<file path="src/rtl/div_sequencer.sv">
// Iterative 32-bit restoring divider for the MDU: one quotient bit per cycle,
// same-cycle results for divide-by-zero/overflow. Optional result cache: DIV_RESULT_CACHE_EN.
// state | meaning
// IDLE  | waiting for a divide; special/cached results returned combinationally
// BUSY  | 32 shift-subtract iterations, counter 0..31
// DONE  | latched result presented until the pipeline advances
module div_sequencer (
    input  logic        clk_i,
    input  logic        rst_i,
    input  logic        en_i,
    input  logic [2:0]  MDU_op_i,
    input  logic [31:0] rs1_i,
    input  logic [31:0] rs2_i,
    input  logic        advance_i,
    input  logic        kill_i,
    output logic [31:0] result_o,
    output logic        stall_o,
    output logic        done_o
);

    localparam logic [1:0] S_IDLE = 2'd0;
    localparam logic [1:0] S_BUSY = 2'd1;
    localparam logic [1:0] S_DONE = 2'd2;

    logic [1:0]  state;
    logic [4:0]  cnt;
    logic [31:0] dq;
    logic [31:0] dvs;
    logic [31:0] rem_p;
    logic [31:0] q_reg;
    logic [31:0] r_reg;
    logic        q_neg;
    logic        r_neg;
    logic        op_rem;
    logic        sel_rem;

    logic        is_signed;
    logic        is_rem;
    logic        start;
    logic        div_zero;
    logic        ovf;
    logic        special;
    logic        hit;
    logic        launch;
    logic [31:0] special_val;
    logic [31:0] hit_val;
    logic [31:0] a_abs;
    logic [31:0] b_abs;
    logic [32:0] shifted;
    logic [32:0] diff;
    logic [31:0] rem_next;
    logic [31:0] q_raw;

`ifdef DIV_RESULT_CACHE_EN
    logic        cache_valid;
    logic [31:0] cache_a;
    logic [31:0] cache_b;
    logic        cache_sgn;
    logic [31:0] pend_a;
    logic [31:0] pend_b;
    logic        pend_sgn;
`endif

    always_comb begin
        is_signed   = ~MDU_op_i[0];
        is_rem      = MDU_op_i[1];
        start       = en_i && MDU_op_i[2] && (state == S_IDLE) && !kill_i;
        div_zero    = (rs2_i == 32'h0);
        ovf         = is_signed && (rs1_i == 32'h8000_0000) && (rs2_i == 32'hFFFF_FFFF);
        special     = start && (div_zero || ovf);
        if (div_zero)
            special_val = is_rem ? rs1_i : 32'hFFFF_FFFF;
        else
            special_val = is_rem ? 32'h0 : 32'h8000_0000;
`ifdef DIV_RESULT_CACHE_EN
        hit     = start && !special && cache_valid && (rs1_i == cache_a)
                  && (rs2_i == cache_b) && (is_signed == cache_sgn);
        hit_val = is_rem ? r_reg : q_reg;
`else
        hit     = 1'b0;
        hit_val = 32'h0;
`endif
        launch  = start && !special && !hit;
        a_abs   = (is_signed && rs1_i[31]) ? -rs1_i : rs1_i;
        b_abs   = (is_signed && rs2_i[31]) ? -rs2_i : rs2_i;

        // Partial remainder is always below the divisor, so diff[32] is the borrow.
        shifted  = {rem_p, dq[31]};
        diff     = shifted - {1'b0, dvs};
        rem_next = diff[32] ? shifted[31:0] : diff[31:0];
        q_raw    = {dq[30:0], ~diff[32]};

        stall_o  = !rst_i && !kill_i && (launch || (state == S_BUSY));
        done_o   = !rst_i && (state == S_DONE);
        if (rst_i)
            result_o = 32'h0;
        else if (special)
            result_o = special_val;
        else if (hit)
            result_o = hit_val;
        else
            result_o = sel_rem ? r_reg : q_reg;
    end

    always_ff @(posedge clk_i or posedge rst_i) begin
        if (rst_i) begin
            state   <= S_IDLE;
            cnt     <= 5'd0;
            dq      <= 32'h0;
            dvs     <= 32'h0;
            rem_p   <= 32'h0;
            q_reg   <= 32'h0;
            r_reg   <= 32'h0;
            q_neg   <= 1'b0;
            r_neg   <= 1'b0;
            op_rem  <= 1'b0;
            sel_rem <= 1'b0;
`ifdef DIV_RESULT_CACHE_EN
            cache_valid <= 1'b0;
            cache_a     <= 32'h0;
            cache_b     <= 32'h0;
            cache_sgn   <= 1'b0;
            pend_a      <= 32'h0;
            pend_b      <= 32'h0;
            pend_sgn    <= 1'b0;
`endif
        end else if (kill_i) begin
            state <= S_IDLE;
            cnt   <= 5'd0;
        end else begin
            case (state)
                S_IDLE: begin
                    if (launch) begin
                        dq     <= a_abs;
                        dvs    <= b_abs;
                        rem_p  <= 32'h0;
                        cnt    <= 5'd0;
                        q_neg  <= is_signed && (rs1_i[31] ^ rs2_i[31]);
                        r_neg  <= is_signed && rs1_i[31];
                        op_rem <= is_rem;
`ifdef DIV_RESULT_CACHE_EN
                        pend_a   <= rs1_i;
                        pend_b   <= rs2_i;
                        pend_sgn <= is_signed;
`endif
                        state  <= S_BUSY;
                    end
                end
                S_BUSY: begin
                    dq    <= q_raw;
                    rem_p <= rem_next;
                    cnt   <= cnt + 5'd1;
                    if (cnt == 5'd31) begin
                        q_reg   <= q_neg ? -q_raw : q_raw;
                        r_reg   <= r_neg ? -rem_next : rem_next;
                        sel_rem <= op_rem;
`ifdef DIV_RESULT_CACHE_EN
                        cache_valid <= 1'b1;
                        cache_a     <= pend_a;
                        cache_b     <= pend_b;
                        cache_sgn   <= pend_sgn;
`endif
                        state   <= S_DONE;
                    end
                end
                S_DONE: begin
                    if (advance_i)
                        state <= S_IDLE;
                end
                default: state <= S_IDLE;
            endcase
        end
    end

endmodule

</file>
<file path="config.mk">
export PLATFORM = sky130hd
export DESIGN_NAME = div_sequencer
export DESIGN_NICKNAME = d
export VERILOG_FILES = /design/src/rtl/div_sequencer.sv
export SDC_FILE = /design/constraint.sdc
export NUM_CORES = 1
export LEC_CHECK = 0
export CORE_MARGIN = 2
export CORE_UTILIZATION = 35
export CTS_CLUSTER_DIAMETER = 40
export DETAILED_ROUTE_END_ITERATION = 8
export SETUP_SLACK_MARGIN = 0.02
export SYNTH_ARGS = -nofsm -noshare
export SYNTH_HDL_FRONTEND = slang
export SYNTH_SLANG_ARGS = --single-unit
</file>
<file path="constraint.sdc">
create_clock -name clk_i -period 8.05 [get_ports clk_i]
set_clock_uncertainty 0.15 [all_clocks]
set_input_delay 1.2075 -clock clk_i [delete_from_list [all_inputs] [get_ports clk_i]]
set_output_delay 1.2075 -clock clk_i [all_outputs]
set_load 0.02 [all_outputs]
</file>
# Word level (Yosys, flattened, before mapping)
# Cells that the tools add are included.
[totals]
input_bits = 72
wordCells = 80
reg_bits = 171
output_inout_bits = 34
[op_classes]
n_eq_ne = 9
mux = 23
add_sub_neg = 6
bitwise = 4
reduce_logical = 27
[op_table]
columns = ["op", "count"]
rows = [
  ["2-to-1 mux 32 bit", 13],
  ["negator 32 bit", 4],
  ["one-hot mux 32 bit (2 select lines)", 2],
  ["equality test 32 bit (second input constant)", 2],
  ["subtractor 33 x 32 -> 33 bit", 1],
  ["logical NOT 32 bit", 1],
  ["logical AND 1 bit", 13],
  ["AND reduction 3 bit", 4],
  ["2-to-1 mux 5 bit", 2],
  ["one-hot mux 5 bit (2 select lines)", 1],
  ["2-to-1 mux 2 bit", 4],
  ["inequality test 3 bit (second input constant)", 2],
  ["one-hot mux 2 bit (3 select lines)", 1],
  ["adder 5 x 1 -> 5 bit (second input constant)", 1],
  ["equality test 5 bit (second input constant)", 1],
  ["logical NOT 1 bit", 3],
  ["inequality test 3 x 2 -> 1 bit (second input constant)", 1],
  ["NOT 1 bit", 3],
  ["nonzero test 3 bit", 1],
  ["equality test 2 x 1 -> 1 bit (second input constant)", 1],
  ["equality test 2 bit (second input constant)", 1],
  ["logical NOT 2 bit", 1],
  ["logical OR 1 bit", 2],
  ["inequality test 2 bit (second input constant)", 1],
  ["3 further kinds", 3],
]

# Depth between registers and ports, before layout
# Gate-level depths: netlist of run 1.
[depth]
depth_word = 10
depth_mapped = 23

# Least setup slack after synthesis of run 1
# Ideal clock, no wire load.
[synth_path]
kind = "input port to output port"
start = "in rs1_i[0]"
end = "out result_o[31]"
path_buffers = 2
arrival_ns = 3.758
t_required_ns = 6.693
cell_stages = 12
path_slack_ns = 2.935
path_cell_list = "inv_1 ha_1 nand2_1 nor4b_1 nand2_1 nor3_1 nand2_1 o22ai_1 nand2b_1 clkbuf_1 clkbuf_1 a211oi_1"
[synth_via]
elab_chain_len = 7
[synth_lines]
columns = ["item", "line", "source"]
rows = [
  ["from (decl)", "12", "input logic [31:0] rs1_i,"],
  ["equality test 32 bit", "69", "ovf = is_signed && (rs1_i == 32'h8000_0000) && (rs2_i == 32'hFFFF_FFFF);"],
  ["logical AND 1 bit (2 in series)", "69", ""],
  ["logical OR 1 bit", "70", "special = start && (div_zero || ovf);"],
  ["logical AND 1 bit", "70", ""],
  ["2-to-1 mux 32 bit", "97", "else if (special)"],
  ["2-to-1 mux 32 bit", "95", "if (rst_i)"],
  ["to (decl)", "16", "output logic [31:0] result_o,"],
]
# Every way passes these cells.

# Worst setup path in the final report of run 1
# Ends and elaborated chain as after synthesis.

==> results, run 1 <==
- The run finished with clean final reports.
- The area share of the largest cell type after synthesis is 0.324.
- The buffers inserted during post-CTS setup optimization is 0.
- Counting every net in the synthesized netlist gives 1,813.
- The share of cells above drive strength 1 is 0.0628.
- Static timing analysis puts the maximum clock frequency at 147 MHz.
- Setup repair after global routing left no endpoint under its margin.
- The clock buffer count from CTS is 17.
- The class of the tightest hold or removal check is reg -> reg.
- Averaged over all synthesized cells, the footprint is 7.76 um2.
- The initial antenna violation count came to 0.
- The count of pins on the block boundary is 106.
- The cell area after placement is 14,600 um2.
- The number of placement rows is 71.
- The nature of the critical path startpoint is a primary input.
- The initial utilization of the core area, before any placement, comes to 0.353.
- Of the total power, registers draw 0.368.
- The routed design could run at a clock period as short as 6790 ps.
- sky130_fd_sc_hd__dfrtp_1 takes more of the synthesized area than any other cell.
- The number of hold buffers added after CTS was 0.
- The quantity of I/O buffers inserted on ports is 105.
- The clock tree from TritonCTS is built.
- In the routed design, unresolved DRC markers number 0.
- The highest ir drop seen on vdd is 0.159 mV.
- The largest net degree at the start of global routing is 130.
- The first routing iteration left 1,044 violations.
- Synthesis inferred 171 register bits.
- In the final timing run, aggregate negative setup slack is 0 ps.
- For the pin with the worst max-slew slack, the measured transition is 1120 ps.
- In the synthesized netlist, the number of instances is 1,701.
- The max-slew violation total from the final report is 0.
- The insertion delay to the later sink of the worst-skew pair is 450 ps.
- The number of H-tree branching levels is 4.
- STA classifies the critical path endpoint as an output pin.
- For this run, the leading register cell type out of synthesis is sky130_fd_sc_hd__dfrtp_1.
- The average wire per standard cell is 18.1 um.
- In the global route stage, overall resource usage came out at 0.214.
- The Yosys warning count is 0.
- The number of global-route vias before repair was 12,000.
- Of the total power, the share spent switching nets is 0.380.
- The worst-path maximum fanout is 33.
- The class of the most critical setup path is in -> out.
- The post-cts gate resize count is 0.
- The final layout contains routed wiring with a total length of 41,000 um.
- The normalized max-slew margin is 0.255.
- Ranked by total cell area, the synthesized netlist is headed by sky130_fd_sc_hd__dfrtp_1, sky130_fd_sc_hd__nand2_1, sky130_fd_sc_hd__o21ai_0.
- The number of sinks on the clock net is 171.
- After the last flow step, the layout net total stands at 1,851.
- The clock share of power is 0.294.
- Detailed placement ended at an HPWL of 30,700 um.
- Counting flops with a built-in enable in the synthesized netlist gives 0.
- The total vias in the final route is 12,500.
- The cell sitting at the root of the clock tree is a sky130_fd_sc_hd__clkbuf_16.
- Prior to clock tree synthesis, the placed netlist has a worst setup slack of 1330 ps.
- The cell area power density is 187 nW/um2.
- After synthesis, the netlist uses 84 different library cells.
- The sequential fraction of the synthesis area is 0.324.
- The pre-antenna-repair detailed-routing pass consisted of 6 iterations.
- For this design the total switching power over the nets is 1080 uW.
- Relative to the synthesized area, the layout overhead comes to 15.2%.
- Summed over all cells, the static leakage comes to 0.00619 uW.
- The number of failing hold endpoints at the final stage is 0.
- Measured along the x axis, the die boundary spans 198 um.
- Measured along the y axis, the die boundary spans 198 um.
- The average vias per placed instance is 5.53.
- The die covers 39,300 um2.
- The fraction of the cycle the final worst path needs is 0.843.
- The remaining antenna violation count is 0.
- The share of total power dissipated in combinational logic is 0.338.
- Setup violations remaining at the end of the flow were counted as 0.
- After floorplanning, the core was sized to cover 37,400 um2.
- The internal power consumption is 1760 uW.
- The final instance area is 15,200 um2.
- The count of maximum capacitance violations is 0.
- The number of antenna diodes in the final layout is 0.
- The final critical-path setup slack is 1260 ps.
- The clock slew at the register clock pins of the worst setup and hold paths is 70 ps.
- The layout has 3,820 filler cells.
- The data arrival time of the worst path is 5430 ps.
- The buffer depth of the longest clock path is 2.
- The proportion of register bits with asynchronous set or reset after synthesis is 1.00.
- After synthesis the cells add up to 13,200 um2.
- The congestion estimate from routability-driven global placement came to 0.885.
- The total congestion overflow is 0.
- The required time at the worst-slack endpoint is 6690 ps.
- Across all hold checks on the routed design, the worst slack comes to 324 ps.
- The global-route wire length before repair is 66,400 um.
==> placed cells by master (no fill, tap or decap), types with 19 or more instances in the layout <==
master	Yosys	layout
sky130_fd_sc_hd__o21ai_1	30	30
sky130_fd_sc_hd__nand3_1	19	19
sky130_fd_sc_hd__o21ai_0	210	210
sky130_fd_sc_hd__nor3_1	43	42
sky130_fd_sc_hd__o31ai_1	29	29
sky130_fd_sc_hd__mux2i_1	22	22
sky130_fd_sc_hd__nand4_1	19	19
sky130_fd_sc_hd__inv_1	54	53
sky130_fd_sc_hd__xor2_1	77	77
sky130_fd_sc_hd__dfrtp_1	171	170
sky130_fd_sc_hd__a21oi_1	139	139
sky130_fd_sc_hd__or3_1	28	28
sky130_fd_sc_hd__xnor2_1	59	59
sky130_fd_sc_hd__mux2_2	34	34
sky130_fd_sc_hd__ha_1	39	39
sky130_fd_sc_hd__nand2_1	281	280
sky130_fd_sc_hd__clkdlybuf4s50_1	0	105
sky130_fd_sc_hd__nor2_1	126	125
==> metal layers <==
| metal | routed length, um | global-route usage |
|---|---|---|
| met5 | 0 | 0 |
| met4 | 797 | 0.0557 |
| met3 | 1720 | 0.0249 |
| met2 | 18700 | 0.344 |
| met1 | 19700 | 0.303 |
==> layout make-up <==
class	instances	area, um2	area share
clock buffers	21	480	0.0316
clock inverters	11	108	0.00708
inverters	55	214	0.0141
multi-input cells	1373	8310	0.547
flip-flops and latches	171	4280	0.281
well taps	511	639	0.0420
repair buffers	121	1170	0.0770
==> worst max-delay path, stage by stage <==
cell	delay (ps)
sky130_fd_sc_hd__clkdlybuf4s50_1	480
sky130_fd_sc_hd__inv_1	110
sky130_fd_sc_hd__ha_1	190
sky130_fd_sc_hd__nand2_1	130
sky130_fd_sc_hd__nor4b_1	640
sky130_fd_sc_hd__nand2_1	310
sky130_fd_sc_hd__nor3_1	540
sky130_fd_sc_hd__nand2_1	210
sky130_fd_sc_hd__o22ai_1	340
sky130_fd_sc_hd__nand2b_1	100
sky130_fd_sc_hd__buf_4	250
sky130_fd_sc_hd__a211oi_1	270
sky130_fd_sc_hd__clkdlybuf4s50_1	650
==> through the flow <==
step	power, uW	std cells	util
3_3_place_gp	2000	2231	0.391
3_5_place_dp	2010	2231	0.391
2_1_floorplan	1730	1701	-
5_1_grt	3020	2263	0.407
4_1_cts	2850	2263	0.407
6_report	2840	2263	0.407
==> cell usage after synthesis (17+ instances only) <==
master	count
sky130_fd_sc_hd__nand2_1	281
sky130_fd_sc_hd__o21ai_0	210
sky130_fd_sc_hd__dfrtp_1	171
sky130_fd_sc_hd__a21oi_1	139
sky130_fd_sc_hd__nor2_1	126
sky130_fd_sc_hd__xor2_1	77
sky130_fd_sc_hd__clkbuf_1	71
sky130_fd_sc_hd__xnor2_1	59
sky130_fd_sc_hd__inv_1	54
sky130_fd_sc_hd__nor3_1	43
sky130_fd_sc_hd__ha_1	39
sky130_fd_sc_hd__mux2_2	34
sky130_fd_sc_hd__o21ai_1	30
sky130_fd_sc_hd__o31ai_1	29
sky130_fd_sc_hd__or3_1	28
sky130_fd_sc_hd__mux2i_1	22
sky130_fd_sc_hd__buf_2	21
sky130_fd_sc_hd__nand3_1	19
sky130_fd_sc_hd__nand4_1	19
sky130_fd_sc_hd__nand2b_1	17
==> path summary, 6_finish.rpt <==
kind                           from            to  slack [ps]  cells past startpoint
setup reg to reg             dq[31]     r_reg[26]        2360                     19
hold / removal             q_reg[5]      q_reg[5]         320                      2
max in group asynchronous     rst_i        dvs[4]        4830                      4
setup / recovery           rs1_i[0]  result_o[31]        1260                     13
hold reg to reg            q_reg[5]      q_reg[5]         320                      2
min in group asynchronous     rst_i     rem_p[16]        1470                      3
==> power groups by stage <==
stage                     registers [uW]  logic, uW  clock network (uW)
after floorplan                     1030        700                   0
after global routing                1060       1080                 886
final                               1040        960                 836
after detailed placement            1060        948                   0
after CTS                           1040        954                 850
after global placement              1060        939                   0
==> kinds of logic after synthesis <==
| kind of cell | Yosys count | share of synthesized area |
|---|---|---|
| XOR/XNOR | 136 | 0.0902 |
| multiplexers | 57 | 0.0465 |
| flip-flops | 171 | 0.324 |
| buffers and inverters | 157 | 0.0488 |
| AND/OR/NAND/NOR | 615 | 0.218 |
| adder cells (fa/ha/maj) | 40 | 0.0385 |
| AO/OA/AOI/OAI | 525 | 0.234 |
(Power assumes the default switching activity.)
==> inputs of run 2 (changes only) <==
- clock period: 8.05 -> 5.6 ns (I/O delays scaled with it)
==> run 2 against run 1 <==
Cell count up 0.66%. Highest routed layer unchanged. Cell area up 0.89%. Die area unchanged. Clock power up 46%. Combinational power up 43%. Routed wire length up 1.0%. Critical path type unchanged. Register-to-register slack worse by 1500 ps.
==> results, run 2 (synthesized netlist as in run 1, its figures left out) <==
- The flow ran to the end, and the final reports show no timing, DRC or antenna violations.
- The library cell used most frequently in the layout, excluding fill and tap cells, is sky130_fd_sc_hd__nand2_1.
- The largest net degree at the start of global routing is 97.
- STA classifies the critical path startpoint as a primary input.
- The area taken by flip-flops and latches is 4280 um2.
- For this design the top-level I/O count stands at 106.
- The min-delay analysis places its worst path in the category reg -> reg.
- The worst-path maximum fanout is 31.
- The critical path contains buffers and inverters numbering 6 combined.
- The final route contains 12,500 vias.
- In this run the worst setup path begins at rs1_i[0].
- The count of routing violations after the opening detailed-route iteration is 929.
- The clock slew at the register clock pins of the worst setup and hold paths is 70 ps.
- The number of sinks on the clock net is 171.
- Data arrives at the worst endpoint at 4110 ps.
- The number of remaining DRC errors is 0.
- Setup repair after global routing left no endpoint under its margin.
- The root cell of the clock tree is sky130_fd_sc_hd__clkbuf_16.
- The slew of the pin with the lowest slew margin is 1170 ps.
- The finished layout holds 2,278 standard cells, fillers aside.
- Walking the worst path, the cells encountered are clkdlybuf4s50_1, inv_1, ha_1, nand2_1, nor4b_1, buf_4, nand2_1, nor3_1, buf_4, nand2_1, o22ai_1, nand2b_1, buf_4, nand2_1, a21oi_1, clkdlybuf4s50_1.
- For met3 alone, demand over resource in global routing was 0.0332.
- The clock buffer count from CTS is 17.
- The max-slew violation total from the final report is 0.
- The initial antenna violation count was 0.
- Hold repair after CTS inserted 0 buffers.
- The filler cell count is 3,843.
- The most numerous cell type found on the critical path is sky130_fd_sc_hd__nand2_1.
- The congestion estimate from routability-driven global placement came to 0.905.
- The number of failing hold endpoints at the final stage came to 0.
- The vertical extent of the die is 198 um.
- Including well taps, the total number of placed cells is 2,246.
- The buffer depth of the longest clock path is 2.
- The total leakage power is 0.00627 uW.
- Of the cells placed in the final design, the portion with a size suffix greater than 1 is 0.0702.
- After routing, the total negative slack on setup checks comes to 0 ps.
- The top cell types in the final layout, fill and taps aside, are sky130_fd_sc_hd__nand2_1, sky130_fd_sc_hd__o21ai_0, sky130_fd_sc_hd__dfrtp_1, sky130_fd_sc_hd__a21oi_1, sky130_fd_sc_hd__nor2_1.
- The H-tree was split into 4 levels.
- For the worst-skew pair, the clock arrives at the later sink with an insertion delay of 440 ps.
- The number of placement rows is 71.
- The count of maximum capacitance violations is 0.
- The number of global-route vias before repair was 11,700.
- The dominant delay contributor by cell family on the critical path is buffers and inverters.
- The class of the most critical setup path is in -> out.
- The total setup violations reported at the end of the flow is 0.
- The die covers 39,300 um2.
- The average vias per placed instance is 5.50.
- The area of the core region is 37,400 um2.
- The post-layout net count is 1,866.
- The normalized max-slew margin is 0.221.
- The antenna diode count is 0.
- VDD sags by at most 0.191 mV.
- STA classifies the critical path endpoint as an output pin.
- In the finished design, the share of the clock period the worst path needs comes to 0.911.
- From synthesis to final layout, the design area changed by 16.2%.
- The cell area power density is 268 nW/um2.
- At the worst endpoint, the required time is 4610 ps.
- The wire length after detailed routing is 41,400 um.
- Timing would allow up to 196 MHz.
- The total overflow left after global routing is 0.
- For this run, the slowest stage of the critical path takes 550 ps.
- Gates resized during post-CTS repair numbered 0.
- The buffers inserted during post-CTS setup optimization is 0.
- Among all stages on the critical path, the largest delay is contributed by sky130_fd_sc_hd__clkdlybuf4s50_1.
- The first global-routing pass estimated 66,000 um of wire.
- In this run the tool buffered the top-level ports with 105 buffer cells.
- met2 is the most crowded layer.
- The pre-antenna-repair detailed-routing pass consisted of 5 iterations.
- The completed layout was analyzed and its total power is 4120 uW.
- In the global route stage, met1 resource usage came out at 0.298.
- In the final layout, the multi-input gates occupy 8310 um2.
- The all-layer global routing usage is 0.214.
- The initial core utilization is 0.353.
- For the finished layout, the period the worst path requires is 5100 ps.
- After detailed routing, the average wire length per cell comes to 18.2 um.
- The width of the die is 198 um.
- In the global route stage, met2 resource usage came out at 0.342.
- In this run the remaining antenna-violating nets after routing total 0.
- The total half-perimeter wirelength after legalization and detailed placement is 31,700 um.
- The origin of the worst min-delay path is q_reg[0].
- TritonCTS built the clock tree.
- The start of the worst register-to-register path is dq[31].
==> run 2: worst paths after layout <==
check	endpoint	slack, ps	cells after the start
max reg2reg	r_reg[24]	880	19
min reg2reg	q_reg[0]	330	2
max in group asynchronous	r_reg[8]	3350	4
max	result_o[6]	500	16
min in group asynchronous	q_reg[24]	1060	3
min	q_reg[0]	330	2
==> run 2: final cells by class <==
class / instances / share of cell area
Clock buffer: 17 / 0.0277
Clock inverter: 15 / 0.0106
Inverter: 55 / 0.0139
Multi-Input combinational cell: 1373 / 0.542
Sequential cell: 171 / 0.279
Tap cell: 511 / 0.0417
Timing Repair Buffer: 136 / 0.0853
==> run 2: power breakdown <==
group / internal, uW / switching (uW)
clock: 667 / 556
combinational: 516 / 851
sequential: 1360 / 164
total: 2550 / 1570
==> run 2: per-stage QoR <==
stage	setup WS (ps)	util	hold WS, ps	area [um2]
after floorplan	776	-	283	13200
after global placement	622	0.394	304	14800
after detailed placement	526	0.394	312	14800
after CTS	513	0.410	331	15300
after global routing	174	0.410	341	15300
final	497	0.410	329	15300
==> run 2: routing by layer <==
metal / wire length, um / vias up
li1: - / 6160
met1: 19200 / 5978
met2: 18900 / 347
met3: 2250 / 49
met4: 990 / 0
met5: 0 / -
==> run 2: worst min-delay path: cells and delay by family (launching register included) <==
| kind | cells | cell delay (ps) |
|---|---|---|
| simple gates | 1 | 40 |
| flops | 1 | 340 |
| compound gates | 1 | 60 |
